[src/rtl/irq_controller_pkg.sv]
`default_nettype none
// ============================================================================
// Module      : irq_controller_pkg
// Description : Shared register map constants and helpers for irq_controller.
//               The SWSET offset is only decoded when IRQC_SWINT_EN is defined.
// Revision    : 1.0 - initial release
// ============================================================================
package irq_controller_pkg;

    typedef logic [7:0] ofs_t;

    localparam ofs_t c_OFS_RAW     = 8'h00;
    localparam ofs_t c_OFS_ENABLE  = 8'h04;
    localparam ofs_t c_OFS_PENDING = 8'h08;
    localparam ofs_t c_OFS_EDGE    = 8'h0C;
    localparam ofs_t c_OFS_VECTOR  = 8'h10;
    localparam ofs_t c_OFS_SWSET   = 8'h14;

    // Short aliases used throughout the design
    localparam ofs_t OFS_RAW     = c_OFS_RAW;
    localparam ofs_t OFS_ENABLE  = c_OFS_ENABLE;
    localparam ofs_t OFS_PENDING = c_OFS_PENDING;
    localparam ofs_t OFS_EDGE    = c_OFS_EDGE;
    localparam ofs_t OFS_VECTOR  = c_OFS_VECTOR;
    localparam ofs_t OFS_SWSET   = c_OFS_SWSET;

    localparam int VECTOR_VALID_BIT = 31;

    // Expand the four byte enables into a 32-bit bit mask
    function automatic logic [31:0] byte_mask(input logic [3:0] be);
        return {{8{be[3]}}, {8{be[2]}}, {8{be[1]}}, {8{be[0]}}};
    endfunction

endpackage
`default_nettype wire

[src/rtl/irq_sync_edge.sv]
`default_nettype none
// ============================================================================
// Module      : irq_sync_edge
// Description : Per-source synchroniser chain plus edge/level event detector.
//               o_sync is the synchronised level; o_event is the rising edge
//               (i_edge=1) or the level itself (i_edge=0).
// Revision    : 1.0 - initial release
// ============================================================================
module irq_sync_edge #(
    parameter int SYNC_STAGES = 2
) (
    input  logic clk,
    input  logic rst,
    input  logic i_src,
    input  logic i_edge,
    output logic o_sync,
    output logic o_event
);

    logic [SYNC_STAGES-1:0] r_sync;
    logic                   r_prev;

    // Synchroniser shift chain and previous-level tracker (prev updates every cycle)
    always_ff @(posedge clk) begin
        if (rst) begin
            r_sync <= '0;
            r_prev <= 1'b0;
        end else begin
            r_sync <= {r_sync[SYNC_STAGES-2:0], i_src};
            r_prev <= r_sync[SYNC_STAGES-1];
        end
    end

    assign o_sync  = r_sync[SYNC_STAGES-1];
    assign o_event = i_edge ? (o_sync & ~r_prev) : o_sync;

endmodule
`default_nettype wire

[src/rtl/irq_controller.sv]
`default_nettype none
// ============================================================================
// Module      : irq_controller
// Description : Memory-mapped interrupt controller. Synchronises sources,
//               latches edge/level events into PENDING, masks with ENABLE,
//               and drives a registered active-low nIRQ. Optional software
//               set register (offset 0x14) is built when IRQC_SWINT_EN is
//               defined.
// Revision    : 1.0 - initial release
// ============================================================================
module irq_controller
    import irq_controller_pkg::*;
#(
    parameter int          NUM_SRC     = 8,
    parameter logic [31:0] BASE_ADDR   = 32'hFFFF_0000,
    parameter int          SYNC_STAGES = 2
) (
    input  logic               clk,
    input  logic               reset,
    input  logic [NUM_SRC-1:0] irq_src,
    input  logic [31:0]        memaddr,
    input  logic               memwrite,
    input  logic [3:0]         be,
    input  logic [31:0]        writedata,
    output logic [31:0]        readdata,
    output logic               sel,
    output logic               nIRQ
);

    logic [NUM_SRC-1:0] r_enable;
    logic [NUM_SRC-1:0] r_pending;
    logic [NUM_SRC-1:0] r_edge;
    logic               r_nirq;

    logic [NUM_SRC-1:0] w_sync;
    logic [NUM_SRC-1:0] w_event;
    logic [7:0]         w_ofs;
    logic               w_wr;
    logic [31:0]        w_wbits;
    logic [NUM_SRC-1:0] w_wmask;
    logic [NUM_SRC-1:0] w_wdata;
    logic [NUM_SRC-1:0] w_clr;
    logic [NUM_SRC-1:0] w_en_next;
    logic [NUM_SRC-1:0] w_pend_next;
    logic [NUM_SRC-1:0] w_edge_next;
    logic [NUM_SRC-1:0] w_active;
    logic               w_any;
    logic [4:0]         w_vec_idx;
    logic               w_unused_wbits;

    // One synchroniser/detector per source
    generate
        for (genvar gi = 0; gi < NUM_SRC; gi++) begin : g_src
            irq_sync_edge #(
                .SYNC_STAGES (SYNC_STAGES)
            ) u_sync_edge (
                .clk     (clk),
                .rst     (reset),
                .i_src   (irq_src[gi]),
                .i_edge  (r_edge[gi]),
                .o_sync  (w_sync[gi]),
                .o_event (w_event[gi])
            );
        end
    endgenerate

    // Bus decode: only the upper address bits select the block
    assign sel            = (memaddr[31:8] == BASE_ADDR[31:8]);
    assign w_ofs          = memaddr[7:0];
    assign w_wr           = sel & memwrite;
    assign w_wbits        = writedata & byte_mask(be);
    assign w_wmask        = byte_mask(be) >> 0;
    assign w_wdata        = w_wbits[NUM_SRC-1:0];
    assign w_unused_wbits = ^w_wbits;

    // Next-state for the software-visible registers; set always beats W1C
    always_comb begin
        w_en_next   = r_enable;
        w_edge_next = r_edge;
        w_clr       = '0;
        if (w_wr && (w_ofs == OFS_ENABLE)) begin
            w_en_next = (r_enable & ~w_wmask) | w_wdata;
        end
        if (w_wr && (w_ofs == OFS_EDGE)) begin
            w_edge_next = (r_edge & ~w_wmask) | w_wdata;
        end
        if (w_wr && (w_ofs == OFS_PENDING)) begin
            w_clr = w_wdata;
        end
`ifdef IRQC_SWINT_EN
        if (w_wr && (w_ofs == OFS_SWSET)) begin
            w_pend_next = w_event | w_wdata | (r_pending & ~w_clr);
        end else begin
            w_pend_next = w_event | (r_pending & ~w_clr);
        end
`else
        w_pend_next = w_event | (r_pending & ~w_clr);
`endif
    end

    // Register update, including the registered active-low request
    always_ff @(posedge clk) begin
        if (reset) begin
            r_enable  <= '0;
            r_pending <= '0;
            r_edge    <= '0;
            r_nirq    <= 1'b1;
        end else begin
            r_enable  <= w_en_next;
            r_pending <= w_pend_next;
            r_edge    <= w_edge_next;
            r_nirq    <= ~|(w_pend_next & w_en_next);
        end
    end

    assign nIRQ     = r_nirq;
    assign w_active = r_pending & r_enable;
    assign w_any    = |w_active;

    // Priority encoder: lowest active index wins
    always_comb begin
        w_vec_idx = '0;
        for (int i = NUM_SRC - 1; i >= 0; i--) begin
            if (w_active[i]) begin
                w_vec_idx = 5'(i);
            end
        end
    end

    // Read mux; unselected or unmapped accesses return zero
    always_comb begin
        readdata = '0;
        if (sel) begin
            case (w_ofs)
                OFS_RAW:     readdata[NUM_SRC-1:0] = w_sync;
                OFS_ENABLE:  readdata[NUM_SRC-1:0] = r_enable;
                OFS_PENDING: readdata[NUM_SRC-1:0] = r_pending;
                OFS_EDGE:    readdata[NUM_SRC-1:0] = r_edge;
                OFS_VECTOR: begin
                    readdata[VECTOR_VALID_BIT] = w_any;
                    readdata[4:0]              = w_vec_idx;
                end
                default:     readdata = '0;
            endcase
        end
    end

endmodule
`default_nettype wire

[config.mk]
export PLATFORM = sky130hd
export DESIGN_NAME = irq_controller
export DESIGN_NICKNAME = d
export VERILOG_FILES = /design/src/rtl/irq_controller_pkg.sv /design/src/rtl/irq_sync_edge.sv /design/src/rtl/irq_controller.sv
export SDC_FILE = /design/constraint.sdc
export NUM_CORES = 1
export LEC_CHECK = 0
export CAP_MARGIN = 30
export CELL_PAD_IN_SITES_DETAIL_PLACEMENT = 1
export CELL_PAD_IN_SITES_GLOBAL_PLACEMENT = 2
export CORE_ASPECT_RATIO = 0.5
export CORE_MARGIN = 2
export CORE_UTILIZATION = 23
export DETAILED_ROUTE_END_ITERATION = 8
export GPL_TIMING_DRIVEN = 0
export PLACE_DENSITY = 0.78
export SYNTH_ARGS = -nofsm -noshare
export SYNTH_HDL_FRONTEND = slang
export SYNTH_SLANG_ARGS = --single-unit
[constraint.sdc]
create_clock -name clk -period 2.6 [get_ports clk]
set_clock_uncertainty 0.2 [all_clocks]
set_input_delay 0.39 -clock clk [delete_from_list [all_inputs] [get_ports clk]]
set_output_delay 0.39 -clock clk [all_outputs]
set_load 0.02 [all_outputs]
==> results.yml <==
status:
  outcome: "finished clean"
yosys:
  async_flop_share: 0
  yosys.cell_types.count: 34
  synth-edff-count: 0
  synth_top_area_share: 0.4133
  synthesis.area_um2: 2374
  ys_seq_area_frac: 0.4133
  synth-main-ff-cell: "dfxtp_1"
  synth_top_cell_by_area: "dfxtp_1"
  ys_top_cells_by_area: "dfxtp_1, nor2b_1, mux4_2"
  synth_warnings: 0
  ys_ff_latch: 49
  syn_inst: 253
  syn_area_per_cell_um2: 9.382
die:
  die_h_um: 75.83
  die-area_um2: 11200
  pin_count: 113
  start_util: 0.2346
  row_count: 26
  dieWidth_um: 147.7
  design.core.area_um2: 10120
worst_hold_path:
  hold_path_class: "flip-flop to flip-flop"
  holdPathStages: 1
  holdPathEnd: "g_src[3].u_sync_edge.r_sync[1]"
  hp-start: "g_src[3].u_sync_edge.r_sync[0]"
final_layout:
  area_growth_pct: 58.88
  finalNonFillerCells: 504
  utilization: 0.3727
  multi_input_area_um2: 1418
  final_cell_mix: "dfxtp_1, buf_4, nand2_1, clkdlybuf4s50_1, nor2b_1"
  final-seq-area_um2: 980.9
  final_common_cell: "dfxtp_1"
  diodes: 0
  num-fill-cells: 1159
  nets: 442
  drive_above_1_share: 0.2885
power_and_ir_drop:
  p_per_area_nw_per_um2: 452.4
  comb_power_share: 0.147
  total_power_mw: 1.706
  swShare: 0.2274
  p_int_mw: 1.318
  pwr-share-clk: 0.393
  ir_worst_vdd_mv: 0.3150
  cellLeakagePower_nw: 1.705
  p_sw_uw: 387.9
  seq_power_share: 0.460
worst_setup_path:
  required_ns: 2.58
  r2r_slack_ns: 1.03
  crit_type: "primary input to flip-flop"
  worstSetupStartpointType: "primary input"
  end_kind: "flip-flop"
  r2r_end: "nIRQ"
  arrival_ns: 2.55
  reg2reg_depth: 6
  crit_fanout: 8
clock_tree:
  clock_sinks: 49
  hold_buffers: 0
  htreeDepth: 2
  clockBufferDepth: 2
  clk_pin_slew_ns: 0.06
  numCtsBuffers: 5
  clkLatencyLatePin_ns: 0.28
  cts_tree: "built"
  ctsRootBufferMaster: "clkbuf_16"
sta:
  finalCritPeriodShare: 0.9908
  post-route-min-period_ns: 2.576
  drv_slew: 0
  worst_slew_pin_slew_ns: 0.6407
  hold_viol: 0
  rsz0062_at_grt: "true"
  timing.hold.ws_ns: 0.2365
  slew_headroom: 0.5729
  setup_viol: 0
  max_freq_ghz: 0.3882
global_route:
  grt_pass1_vias: 2207
  antenna_found_initial: 0
  grt_overflow: 0
  gr-usage-all-layers: 0.1285
  grt_max_degree: 15
  grt_pass1_wl_mm: 11.08
placement:
  gp_congestion: 0.8015
  io_buffers: 61
  dpl.cell_count: 476
  dp_hpwl_mm: 5.317
routing:
  vias_per_cell: 4.202
  vias: 2118
  drc: 0
  drt_wl_total_mm: 7.516
  routedWlPerCell_um: 14.91
  route.antenna.remaining_nets: 0
  drt_first_pass_iters: 4
  drtIter0Drc: 90
job:
  cap_violations: 0
-- per-layer routing --
metal  routed length (µm)  track usage
met1                 3172       0.1531
met2                 3653       0.2393
met3                  624      0.02814
met4                   66      0.03953
met5                    0            0
-- how the worst max path moves through the flow --
stage                     startpoint            to  cells after the start
after CTS                 memaddr[2]   readdata[1]                      8
after global routing      memaddr[9]          nIRQ                      9
final                     memaddr[9]          nIRQ                      9
after global placement    memaddr[9]   readdata[4]                      6
after floorplan           memaddr[9]  readdata[31]                      5
after detailed placement  memaddr[3]          nIRQ                      8
-- worst max-delay path, stage by stage --
cell     delay, ns
buf_6         0.09
or4_4         0.54
nor4_4        0.24
buf_6         0.18
buf_6         0.11
nand4_4       0.25
o21ai_4       0.27
o32ai_4       0.11
o41ai_2       0.38
-- metrics by stage --
stage	worst slack (ns)	setup TNS (ns)	area [µm²]
final	0.02385	0	3771
after global routing	-0.02404	-0.02404	3771
after CTS	0.001800	0	3612
after detailed placement	-1.012	-18.69	3242
after global placement	-0.9682	-17.37	3242
after floorplan	0.08734	0	2456
-- Yosys cell counts (4+ instances only) --
cell type	n
nor2_1	28
o32ai_1	4
nand2_1	34
nand3_1	4
nor2b_1	29
nand2b_1	6
mux4_2	8
o21ai_0	5
clkbuf_1	6
mux2i_1	16
buf_4	23
a21oi_1	6
nor3_1	6
dfxtp_1	49
-- power by group through the flow --
stage          Sequential [mW]  Combinational [mW]  Clock (mW)
2_1_floorplan            0.797               0.118           0
3_3_place_gp             0.800               0.216           0
3_5_place_dp             0.802               0.221           0
4_1_cts                  0.785               0.234       0.689
5_1_grt                  0.787               0.269       0.722
6_report                 0.785               0.251       0.670
-- final cells by class --
class | instances | share of cell area
buffer | 31 | 0.06072
tap | 140 | 0.04645
inverter | 3 | 0.002986
clock inverter | 1 | 0.001327
clock buffer | 7 | 0.04048
timing repair buffer | 81 | 0.2120
sequential | 49 | 0.2601
multi-input combinational | 192 | 0.3759
-- kinds of logic (layout without fill, tap and decap cells) --
logic type      count (synthesis)  in the layout  synth area share
other cells                     1             23          0.001580
compound gates                 22             22           0.06167
flops                          49             49            0.4133
simple gates                  123            123            0.2894
mux                            24             24            0.1434
buf+inv                        34            123           0.09067
-- timing repair --
action                                  CTS  global route
resized for setup                        97            28
endpoints found under the setup margin   25            16
cloned                                    0             0
pin swaps                                10            12
buffers inserted                         16             4
No activity file was read; power rests on OpenSTA's default activity.
